--- src/rtl/dm_arbiter.sv ---
// dm_arbiter: two-port round-robin arbiter in front of the single-port 1 KB
// data memory (dm_1k). Port 0 is the CPU load/store unit and port 1 is the
// debug/loader. dm_1k only writes whole words, so a store with a partial byte
// mask runs as a read-modify-write: the old word is read, the enabled lanes
// are merged in, and the result is written back one cycle later.
//
// Ports:
//   clk, rst_n            clock (rising edge), asynchronous active-low reset
//   pX_req                request, held with all fields stable until pX_ack
//   pX_wr                 1 = write, 0 = read
//   pX_be[3:0]            byte enables, be[0] selects bits 7:0
//   pX_addr[AW-1:0]       byte address (addr[1:0] ignored, word aligned)
//   pX_wdata[DW-1:0]      write data
//   pX_ack                one-cycle completion pulse
//   pX_rdata[DW-1:0]      read data, holds until the next read on that port
//   dm_we/dm_addr/dm_din  memory write enable, address, write data
//   dm_dout               combinational memory read of word dm_addr[AW-1:2]
module dm_arbiter #(
    parameter int AW = 10,
    parameter int DW = 32
) (
    input  logic          clk,
    input  logic          rst_n,
    input  logic          p0_req,
    input  logic          p0_wr,
    input  logic [3:0]    p0_be,
    input  logic [AW-1:0] p0_addr,
    input  logic [DW-1:0] p0_wdata,
    output logic          p0_ack,
    output logic [DW-1:0] p0_rdata,
    input  logic          p1_req,
    input  logic          p1_wr,
    input  logic [3:0]    p1_be,
    input  logic [AW-1:0] p1_addr,
    input  logic [DW-1:0] p1_wdata,
    output logic          p1_ack,
    output logic [DW-1:0] p1_rdata,
    output logic          dm_we,
    output logic [AW-1:0] dm_addr,
    output logic [DW-1:0] dm_din,
    input  logic [DW-1:0] dm_dout
);

    localparam int LW = DW / 4;  // byte-lane width

    typedef enum logic [1:0] {
        IDLE   = 2'd0,
        ACCESS = 2'd1,
        MERGE  = 2'd2
    } state_t;

    state_t        state;
    logic          last_grant;
    logic          lat_port;
    logic          lat_wr;
    logic [3:0]    lat_be;
    logic [AW-1:0] lat_addr;
    logic [DW-1:0] lat_wdata;
    logic [DW-1:0] merge;

    // A request seen in its own ack cycle is the one just completed.
    logic p0_elig, p1_elig, grant_any, grant_port;
    assign p0_elig    = p0_req & ~p0_ack;
    assign p1_elig    = p1_req & ~p1_ack;
    assign grant_any  = p0_elig | p1_elig;
    assign grant_port = (p0_elig & p1_elig) ? ~last_grant : p1_elig;

    logic be_full, be_none;
    assign be_full = (lat_be == 4'hF);
    assign be_none = (lat_be == 4'h0);

    // Merge the enabled lanes of the write data over the word read back.
    logic [DW-1:0] merge_next;
    always_comb begin
        // NOTE: every always_comb output gets a default first so no path can
        // leave it unassigned and infer a latch.
        merge_next = dm_dout;
        for (int k = 0; k < 4; k++) begin
            if (lat_be[k])
                merge_next[k*LW +: LW] = lat_wdata[k*LW +: LW];
        end
    end

    // Memory-side outputs are decoded from the state register, so an
    // asynchronous reset pulls dm_we low at once without waiting for an edge.
    assign dm_addr = {lat_addr[AW-1:2], 2'b00};
    assign dm_we   = (state == MERGE) || ((state == ACCESS) && lat_wr && be_full);
    assign dm_din  = (state == MERGE) ? merge : lat_wdata;

    // NOTE: all sequential state uses non-blocking assignments so every
    // register samples pre-edge values regardless of statement order.
    always_ff @(posedge clk or negedge rst_n) begin
        if (!rst_n) begin
            state      <= IDLE;
            last_grant <= 1'b1;
            lat_port   <= 1'b0;
            lat_wr     <= 1'b0;
            lat_be     <= 4'h0;
            lat_addr   <= '0;
            lat_wdata  <= '0;
            merge      <= '0;
            p0_ack     <= 1'b0;
            p1_ack     <= 1'b0;
            p0_rdata   <= '0;
            p1_rdata   <= '0;
        end else begin
            p0_ack <= 1'b0;
            p1_ack <= 1'b0;
            case (state)
                IDLE: begin
                    if (grant_any) begin
                        last_grant <= grant_port;
                        lat_port   <= grant_port;
                        lat_wr     <= grant_port ? p1_wr    : p0_wr;
                        lat_be     <= grant_port ? p1_be    : p0_be;
                        lat_addr   <= grant_port ? p1_addr  : p0_addr;
                        lat_wdata  <= grant_port ? p1_wdata : p0_wdata;
                        state      <= ACCESS;
                    end
                end
                ACCESS: begin
                    if (lat_wr && !be_full && !be_none) begin
                        // Partial store: dm_dout holds the old word this cycle.
                        merge <= merge_next;
                        state <= MERGE;
                    end else begin
                        if (!lat_wr) begin
                            if (lat_port) p1_rdata <= dm_dout;
                            else          p0_rdata <= dm_dout;
                        end
                        if (lat_port) p1_ack <= 1'b1;
                        else          p0_ack <= 1'b1;
                        state <= IDLE;
                    end
                end
                MERGE: begin
                    if (lat_port) p1_ack <= 1'b1;
                    else          p0_ack <= 1'b1;
                    state <= IDLE;
                end
                default: state <= IDLE;
            endcase
        end
    end

endmodule

--- config.mk ---
export PLATFORM = sky130hd
export DESIGN_NAME = dm_arbiter
export DESIGN_NICKNAME = d
export VERILOG_FILES = /design/src/rtl/dm_arbiter.sv
export SDC_FILE = /design/constraint.sdc
export NUM_CORES = 1
export LEC_CHECK = 0
export ABC_AREA = 1
export BUFFER_PORTS_ARGS = -buffer_cell sky130_fd_sc_hd__buf_2
export CORE_MARGIN = 1
export CORE_UTILIZATION = 51
export DETAILED_ROUTE_END_ITERATION = 10
export PLACE_DENSITY = 0.81
export SETUP_SLACK_MARGIN = 0.3
export SYNTH_ARGS = -nofsm -noshare
export SYNTH_HDL_FRONTEND = slang
export SYNTH_SLANG_ARGS = --single-unit
export TNS_END_PERCENT = 1
--- constraint.sdc ---
create_clock -name clk -period 2 [get_ports clk]
set_input_delay 0.4 -clock clk [delete_from_list [all_inputs] [get_ports clk]]
set_output_delay 0.4 -clock clk [all_outputs]
set_load 0.05 [all_outputs]
Word-level counts from Yosys, hierarchy flattened
Index checks and enable logic that the tools add are counted.
- flip-flop bits (word level): 149
- latch bits: 0
- RAM bits: 0
- ROM bits: 0
- input bits: 130
- output and inout bits: 109
- logic and storage cells: 58
- memories kept: 0
- add/subtract/negate cells: 0
- multiply operators: 0
- div/mod/pow operators: 0
- order comparisons: 0
- eq/ne operators: 4
- shift operators: 0
- muxes and demuxes: 19
- bitwise logic cells: 10
- reduce and logical (&&, ||, !) cells: 13
- operators by type and width (cell ; number):
    2-to-1 mux 32 bit ; 2
    2-to-1 mux 8 bit ; 4
    2-to-1 mux 10 bit ; 1
    AND reduction 4 bit ; 2
    2-to-1 mux 1 bit ; 6
    inverter 1 bit ; 6
    == test 4 bit, second input constant ; 1
    logical AND 1 bit ; 4
    zero test 4 bit ; 1
    2-to-1 mux 2 bit ; 2
    2-to-1 mux 4 bit ; 1
    one-hot mux 1 bit (2 select lines) ; 2
    one-hot mux 2 bit (2 select lines) ; 1
    AND reduction 2 bit ; 2
    bitwise AND 1 bit ; 3
    == test 2 x 1 -> 1 bit, second input constant ; 1
    == test 2 bit, second input constant ; 1
    zero test 1 bit ; 2
    zero test 2 bit ; 1
    != test 2 bit, second input constant ; 1
    logical OR 1 bit ; 1
    bitwise OR 1 bit ; 1

Logic depth before layout (Yosys ltp)
Gate-level depths: netlist (run 1).
- word-level depth: 6
- depth in mapped cells: 9
- mapped depth without buffers: 7

Worst setup path before layout (run 1)
Ideal clock, no wire load.
- path kind: register to output
- start point: register state[1]
- end point: output dm_we
- arrival time: 1.957 ns
- required time: 1.600 ns
- setup slack: -0.357 ns
- stages on the path, launching flop included: 5
- path buffers: 0
- cells stage by stage: dfrtp_1 > inv_1 > ha_1 > inv_2 > o31ai_1
- longest elaborated chain between the ends: 4
- RTL lines (item ; RTL line ; RTL):
    from (decl) ; 52 ; state_t state;
    from (signal assigned) ; 94 ; state <= IDLE;
    from (signal assigned) ; 118 ; state <= ACCESS;
    from (signal assigned) ; 125 ; state <= MERGE;
    == test 2 x 1 -> 1 bit ; 87 ; assign dm_we = (state == MERGE) || ((state == ACCESS) && lat_wr && be_full);
    logical AND 1 bit (2 in series) ; 87 ;
    logical OR 1 bit * ; 87 ;
    to (decl) ; 38 ; output logic dm_we,
Every way passes the cells marked *; elsewhere a longest branch is shown, timed or not.

Final worst setup path (run 1)
- start point: register state[0]
- end point: output dm_din[9]
- longest elaborated chain between the ends: 2
- RTL lines (item ; RTL line ; RTL):
    == test 2 bit ; 88 ; assign dm_din = (state == MERGE) ? merge : lat_wdata;
    2-to-1 mux 32 bit ; 88 ;
    to (decl) ; 40 ; output logic [DW-1:0] dm_din,
No other way between the ends.

==> out/qor.json, run 1 <==
{
  "outcome": {"value": "complete, but fails checks"},
  "violations_in_the_final_reports": {"value": "setup timing"},
  "finalNetCount": {"value": 1301},
  "worst-setup-path-type": {"value": "flop to output port"},
  "setup_slack": {"value": -60.5, "unit": "ps"},
  "max-cap-violations": {"value": 0},
  "n_fill_cell": {"value": 1065},
  "synth_area_per_cell": {"value": 7.51, "unit": "um^2"},
  "crit_path_top_delay_cell": {"value": "sky130_fd_sc_hd__dfrtp_1"},
  "fin_area": {"value": 0.00963, "unit": "mm^2"},
  "finalCriticalPeriod": {"value": 2060, "unit": "ps"},
  "finalHoldViolCount": {"value": 0},
  "slew_headroom": {"value": 0.628},
  "die-area": {"value": 0.0143, "unit": "mm^2"},
  "ys_warn_count": {"value": 0},
  "synthTopCellsByCount": {"value": "sky130_fd_sc_hd__nand2_1 (428), sky130_fd_sc_hd__dfrtp_1 (146), sky130_fd_sc_hd__o21ai_0 (114), sky130_fd_sc_hd__inv_1 (89), sky130_fd_sc_hd__nor2_1 (48)"},
  "fin_cells": {"value": 1357},
  "share_comb_of_total_power": {"value": 0.560},
  "area_of_the_multi_input_gates": {"value": 0.00287, "unit": "mm^2"},
  "flow.area_growth_from_synthesis": {"value": 36.3, "unit": "%"},
  "power.leakage": {"value": 5.38, "unit": "nW"},
  "timing_max_transition_violations_final": {"value": 0},
  "dieHeight": {"value": 120, "unit": "um"},
  "syn_inst": {"value": 941},
  "layout.area.seq": {"value": 0.00368, "unit": "mm^2"},
  "num_antenna_cells": {"value": 0},
  "die_width": {"value": 120, "unit": "um"},
  "final_antenna_net_count": {"value": 0},
  "setup_skew": {"value": 6.54, "unit": "ps"},
  "clk_pin_slew_worst_paths": {"value": 60, "unit": "ps"},
  "ir_drop": {"value": 0.00101, "unit": "V"},
  "post-place-ws": {"value": 226, "unit": "ps"},
  "tightestPinTransition": {"value": 557, "unit": "ps"},
  "ios": {"value": 239},
  "start_util": {"value": 0.527},
  "post_route_cells_drive_above_1_share": {"value": 0.301},
  "grt_first_pass_wirelength": {"value": 30300, "unit": "um"},
  "antenna_found_initial": {"value": 0},
  "clock_power_share": {"value": 0.166},
  "swShare": {"value": 0.505},
  "startpoint_type": {"value": "flop"},
  "avgRoutedWirePerCell": {"value": 14.2, "unit": "um"},
  "synth_enable_flop_cells": {"value": 0},
  "timing.critical_path.slowest_cell_delay": {"value": 410, "unit": "ps"},
  "ys_top_cells_by_area": {"value": "sky130_fd_sc_hd__dfrtp_1 (52%), sky130_fd_sc_hd__nand2_1 (23%), sky130_fd_sc_hd__o21ai_0 (8.1%)"},
  "drt_iter0_drc": {"value": 712},
  "hpwl": {"value": 12900, "unit": "um"},
  "grt_max_degree": {"value": 65},
  "clkSinkCount": {"value": 147},
  "vias_post_dr": {"value": 6829},
  "clk_latency": {"value": 430, "unit": "ps"},
  "route.final.wire_length": {"value": 19300, "unit": "um"},
  "max_freq": {"value": 485, "unit": "MHz"},
  "power.net_switching": {"value": 10.0, "unit": "mW"},
  "tritoncts.num_buffers": {"value": 17},
  "drc": {"value": 0},
  "gpl.final_weighted_congestion": {"value": 0.857},
  "yosys.area.top_type": {"value": "sky130_fd_sc_hd__dfrtp_1"},
  "power_density": {"value": 2060, "unit": "mW/mm^2"},
  "critPathCaptureType": {"value": "output port"},
  "synth_async_sr_flop_share": {"value": 1.00},
  "global_route.usage.total": {"value": 0.275},
  "globalRoute.totalOverflow": {"value": 0},
  "cp.required": {"value": 1600, "unit": "ps"},
  "most_repeated_cell_in_the_gate_level_netlist_after_synthesis": {"value": "sky130_fd_sc_hd__nand2_1"},
  "first_global_vias": {"value": 6150},
  "setup-violations-final": {"value": 32},
  "synth.distinct_cells": {"value": 26},
  "intPower": {"value": 9.82, "unit": "mW"},
  "power.share.sequential": {"value": 0.274},
  "cts_buffer_depth": {"value": 2},
  "clockRootBuffer": {"value": "sky130_fd_sc_hd__clkbuf_16"},
  "average_vias_per_placed_instance": {"value": 5.03},
  "setup_repair_after_global_routing_missed_its_margin": {"value": "true"},
  "postLayoutCoreUtil": {"value": 0.719},
  "fp.coreArea": {"value": 0.0134, "unit": "mm^2"},
  "synth_top_cell_area_share": {"value": 0.517},
  "firstDrtPassIters": {"value": 6},
  "h_tree_lvls": {"value": 4},
  "rows": {"value": 42},
  "synthesis.area": {"value": 0.00707, "unit": "mm^2"},
  "path_max_fanout": {"value": 8},
  "cp_data_arrival_time": {"value": 1660, "unit": "ps"},
  "synth.ff_latch_count": {"value": 147},
  "placed_cells_incl_taps": {"value": 1317},
  "final.period_utilization": {"value": 1.03},
  "yosysSeqAreaShare": {"value": 0.521},
  "crit_chain": {"value": "inv_2 > ha_4 > buf_12 > clkbuf_16 > nand2_1 > nand2_2 > buf_8"},
  "placed_cell_area": {"value": 0.00846, "unit": "mm^2"},
  "postSynth.topFlopCell": {"value": "sky130_fd_sc_hd__dfrtp_1"},
  "tritoncts": {"value": "done"},
  "port-buffer-count": {"value": 232},
  "min_path_type": {"value": "input pin to flop"}
}
-- cell type report --
| cell class | count | area share |
|---|---|---|
| sequential | 147 | 0.382 |
| multi-input combinational | 648 | 0.298 |
| timing repair buffer | 261 | 0.196 |
| clock buffer | 18 | 0.0456 |
| inverter | 93 | 0.0370 |
| tap | 176 | 0.0229 |
| clock inverter | 14 | 0.0186 |
-- through the flow --
stage | total power [mW] | TNS, ps | hold slack (ps)
6_report | 19.9 | -1170 | 228
5_1_grt | 21.1 | -2970 | 223
4_1_cts | 19.4 | -910 | 214
3_5_place_dp | 15.3 | 0 | 329
3_3_place_gp | 15.1 | 0 | 329
2_1_floorplan | 12.9 | 0 | 104
-- cells by family after synthesis --
kind of cell	Yosys count	synth area share
other cells	1	0.000531
simple gates	496	0.275
compound gates	147	0.104
fa+ha+maj	3	0.00531
buf+inv	147	0.0938
flops	147	0.521
-- final timing paths --
kind	startpoint	endpoint	slack [ps]	depth (start not counted)
worst min-delay path	p1_addr[5]	lat_addr[5]	230	3
worst min register to register	last_grant	last_grant	470	2
min in group asynchronous	rst_n	lat_wdata[30]	450	2
worst max register to register	state[0]	lat_wdata[6]	390	8
worst max-delay path	state[0]	dm_din[9]	-60	7
max in group asynchronous	rst_n	merge[17]	960	3
-- cells in the final DEF (no fill, tap or decap), types with 3 or more instances in the layout --
cell type,instances
sky130_fd_sc_hd__o21ai_0,114
sky130_fd_sc_hd__buf_8,26
sky130_fd_sc_hd__inv_2,5
sky130_fd_sc_hd__o21ai_1,30
sky130_fd_sc_hd__clkbuf_16,19
sky130_fd_sc_hd__nand2_1,394
sky130_fd_sc_hd__clkinv_4,4
sky130_fd_sc_hd__clkinv_2,3
sky130_fd_sc_hd__nor2_1,48
sky130_fd_sc_hd__buf_2,198
sky130_fd_sc_hd__buf_6,12
sky130_fd_sc_hd__buf_12,10
sky130_fd_sc_hd__dfrtp_1,145
sky130_fd_sc_hd__nand2_2,45
sky130_fd_sc_hd__buf_4,11
sky130_fd_sc_hd__bufinv_16,3
sky130_fd_sc_hd__inv_1,86
-- repair_timing --
item | in CTS | in global routing
pin swaps | 3 | 25
cloned | 1 | 2
hold buffers | 1 | 0
setup buffers | 2 | 2
endpoints found under the hold margin | 32 | 0
gates resized for setup | 91 | 37
setup endpoints to repair | 33 | 67
-- per-layer routing --
metal | track usage | routed length, um
met5 | 0 | 0
met4 | 0.105 | 488
met3 | 0.0604 | 1260
met2 | 0.430 | 9210
met1 | 0.373 | 8360
-- power groups by stage --
stage | clock [mW] | combinational, mW | sequential (mW)
floorplan | 0 | 5.16 | 7.75
global placement | 0 | 9.72 | 5.34
detailed placement | 0 | 9.90 | 5.38
CTS | 3.34 | 10.7 | 5.38
global route | 3.50 | 12.0 | 5.60
finish | 3.30 | 11.1 | 5.44
-- flip-flops by register name, summed over array words and instances (netlist names), 2 cells and up --
name       cells
lat_addr       8
lat_be         4
lat_wdata     32
merge         32
p0_rdata      32
p1_rdata      32
state          2
-- worst max-delay path: cells and delay by family (launching register included) --
family / cells / cell delay (ps)
adder cells (fa/ha/maj): 1 / 170
buffers and inverters: 4 / 510
flip-flops: 1 / 410
AND/OR/NAND/NOR: 2 / 140
(Power assumes the default switching activity.)
==> run 2, diff against run 1 <==
- PLACE_DENSITY: 0.81 -> 0.84
- SLEW_MARGIN: unset -> 30
==> out/qor.json, run 2 (same netlist as run 1, synthesis figures left out) <==
{
  "outcome": {"value": "complete, but fails checks"},
  "violations_in_the_final_reports": {"value": "setup timing"},
  "clockRootBuffer": {"value": "sky130_fd_sc_hd__clkbuf_16"},
  "setup_slack": {"value": -38.5, "unit": "ps", "change": "+22.0 ps"},
  "grt_max_degree": {"value": 65, "change": "unchanged"},
  "layout.cells.most_common": {"value": "sky130_fd_sc_hd__nand2_1"},
  "finalNetCount": {"value": 1301, "change": "unchanged"},
  "global_route.usage.total": {"value": 0.281, "change": "+0.00679"},
  "cp.required": {"value": 1600, "unit": "ps", "change": "about the same"},
  "tightestPinTransition": {"value": 691, "unit": "ps", "change": "+133 ps"},
  "setup_skew": {"value": 8.42, "unit": "ps", "change": "+1.88 ps"},
  "worst-setup-path-type": {"value": "flop to output port"},
  "drt_iter0_drc": {"value": 686, "change": "-3.7%"},
  "reg2reg_setup_slack": {"value": 310, "unit": "ps", "change": "-80 ps"},
  "post_route_cells_drive_above_1_share": {"value": 0.322, "change": "+0.0203"},
  "worst_hold_slack": {"value": 235, "unit": "ps", "change": "+7.03 ps"},
  "crit_path_top_delay_cell": {"value": "sky130_fd_sc_hd__dfrtp_1"},
  "min_path_type": {"value": "input pin to flop"},
  "timing_max_transition_violations_final": {"value": 0, "change": "unchanged"},
  "max_freq": {"value": 491, "unit": "MHz", "change": "+1.1%"},
  "startpoint": {"value": "state[0]"},
  "h_tree_lvls": {"value": 4, "change": "unchanged"},
  "setup-violations-final": {"value": 30, "change": "-6.3%"},
  "path_depth": {"value": 7, "change": "unchanged"},
  "fp.coreArea": {"value": 0.0134, "unit": "mm^2", "change": "unchanged"},
  "worstReg2RegEnd": {"value": "merge[29]"},
  "start_util": {"value": 0.527, "change": "unchanged"},
  "power.leakage": {"value": 5.34, "unit": "nW", "change": "-0.72%"},
  "clk_pin_slew_worst_paths": {"value": 60, "unit": "ps", "change": "about the same"},
  "port-buffer-count": {"value": 232, "change": "unchanged"},
  "rows": {"value": 42, "change": "unchanged"},
  "critical_path_buf_inv_count": {"value": 4, "change": "unchanged"},
  "avgRoutedWirePerCell": {"value": 14.5, "unit": "um", "change": "+2.0%"},
  "die-area": {"value": 0.0143, "unit": "mm^2", "change": "unchanged"},
  "ir_drop": {"value": 0.000955, "unit": "V", "change": "-5.1%"},
  "gpl.final_weighted_congestion": {"value": 0.876, "change": "+2.2%"},
  "grt_first_pass_wirelength": {"value": 31500, "unit": "um", "change": "+3.8%"},
  "vias_post_dr": {"value": 6866, "change": "+0.54%"},
  "clk_latency": {"value": 420, "unit": "ps", "change": "about the same"},
  "slew_headroom": {"value": 0.540, "change": "-0.0889"},
  "setup_repair_after_global_routing_missed_its_margin": {"value": "true"},
  "globalRoute.totalOverflow": {"value": 0, "change": "unchanged"},
  "n_fill_cell": {"value": 1001, "change": "-6.0%"},
  "cts_buffer_depth": {"value": 2, "change": "unchanged"},
  "average_vias_per_placed_instance": {"value": 5.06, "change": "+0.47%"},
  "power_density": {"value": 2050, "unit": "mW/mm^2", "change": "-0.61%"},
  "layout_common_cells": {"value": "sky130_fd_sc_hd__nand2_1 (372), sky130_fd_sc_hd__buf_2 (198), sky130_fd_sc_hd__dfrtp_1 (144), sky130_fd_sc_hd__o21ai_0 (114), sky130_fd_sc_hd__inv_1 (86)"},
  "setup-tns-final": {"value": -375, "unit": "ps", "change": "+793 ps"},
  "cells_on_worst_reg2reg_path": {"value": 7, "change": "-1"},
  "finalCriticalPeriod": {"value": 2040, "unit": "ps", "change": "-22.0 ps"},
  "first_global_vias": {"value": 6487, "change": "+5.5%"},
  "startpoint_type": {"value": "flop"},
  "hpwl": {"value": 13200, "unit": "um", "change": "+2.1%"},
  "p_total": {"value": 19.7, "unit": "mW", "change": "-0.97%"},
  "dieHeight": {"value": 120, "unit": "um", "change": "unchanged"},
  "tritoncts": {"value": "done"},
  "path_common_cell": {"value": "sky130_fd_sc_hd__nand2_2"},
  "max-cap-violations": {"value": 0, "change": "unchanged"},
  "drc": {"value": 0, "change": "unchanged"},
  "firstDrtPassIters": {"value": 5, "change": "-1"},
  "worst_r2r_startpoint": {"value": "lat_be[3]"},
  "route.final.wire_length": {"value": 19700, "unit": "um", "change": "+2.1%"},
  "crit_chain": {"value": "inv_2 > ha_4 > inv_6 > buf_12 > nand2_2 > nand2_2 > buf_8"},
  "path_max_fanout": {"value": 12, "change": "+4"},
  "fin_cells": {"value": 1358, "change": "+0.074%"},
  "final_antenna_net_count": {"value": 0, "change": "unchanged"},
  "antenna_found_initial": {"value": 1, "change": "+1"},
  "timing.critical_path.slowest_cell_delay": {"value": 400, "unit": "ps", "change": "about the same"},
  "tritoncts.num_buffers": {"value": 17, "change": "unchanged"},
  "final.period_utilization": {"value": 1.02, "change": "-0.0110"},
  "clkSinkCount": {"value": 147, "change": "unchanged"},
  "ios": {"value": 239, "change": "unchanged"},
  "flow.area_growth_from_synthesis": {"value": 35.8, "unit": "%"},
  "placed_cells_incl_taps": {"value": 1319, "change": "+0.15%"},
  "placed_cell_area": {"value": 0.00849, "unit": "mm^2", "change": "+0.33%"},
  "die_width": {"value": 120, "unit": "um", "change": "unchanged"},
  "cp_data_arrival_time": {"value": 1640, "unit": "ps", "change": "-20 ps"},
  "critPathCaptureType": {"value": "output port"},
  "fin_area": {"value": 0.00960, "unit": "mm^2", "change": "-0.36%"},
  "crit_family": {"value": "buffers and inverters"},
  "crit_path_end": {"value": "dm_din[29]"},
  "finalHoldViolCount": {"value": 0, "change": "unchanged"}
}
==> run 2: cell types whose count changed in the layout (fill, tap and decap cells not counted), sizes merged <==
cell and change:
bufinv -2, inv +2, clkinv -1, clkinvlp +1, diode +1
==> run 2: routing by layer <==
metal / GRT usage / vias to the layer above / routed length, um
li1: - / 3321 / -
met4: 0.124 / 0 / 612
met3: 0.0547 / 47 / 1410
met1: 0.373 / 3182 / 8340
met5: 0 / - / 0
met2: 0.450 / 316 / 9360
==> run 2: stage by stage <==
step                      worst slack, ps  utilization
after global routing                -81.8        0.716
after floorplan                       107            -
after CTS                           -17.3        0.704
after global placement                209        0.634
after detailed placement              153        0.634
final                               -38.5        0.716
==> run 2: how the worst min path moves through the flow <==
stage,to,slack (ps),cells past startpoint,from
after floorplan,lat_addr[2],100,0,rst_n
after global placement,lat_wdata[30],370,1,rst_n
after detailed placement,lat_wdata[30],370,1,rst_n
after CTS,lat_addr[8],220,3,p1_addr[8]
after global routing,lat_wdata[28],240,3,p1_wdata[28]
final,lat_addr[7],240,3,p1_addr[7]
==> run 2: repair_timing <==
item	in CTS	in global routing
hold buffers	1	0
gates resized for setup	103	42
setup endpoints to repair	34	67
hold endpoints to repair	40	0
buffers inserted	1	2
pin swaps	11	45
gates cloned	1	1
==> run 2: report_power, final <==
part / total, mW / switching (mW) / internal (mW)
sequential: 5.44 / 0.981 / 4.46
clock: 3.07 / 1.31 / 1.76
combinational: 11.2 / 7.83 / 3.32
==> run 2: layout make-up <==
class	count	area, um^2	share of cell area
Tap cell	176	220	0.0229
Timing Repair Buffer	261	1840	0.192
Multi-Input combinational cell	648	2930	0.305
Clock buffer	18	439	0.0458
Sequential cell	147	3680	0.384
Antenna cell	1	2.50	0.000261
Clock inverter	14	129	0.0134
Inverter	93	357	0.0371
==> run 2: worst min-delay path: stages <==
cell                      delay [ps]
sky130_fd_sc_hd__buf_2            70
sky130_fd_sc_hd__nor2_1           40
sky130_fd_sc_hd__o21ai_1         110
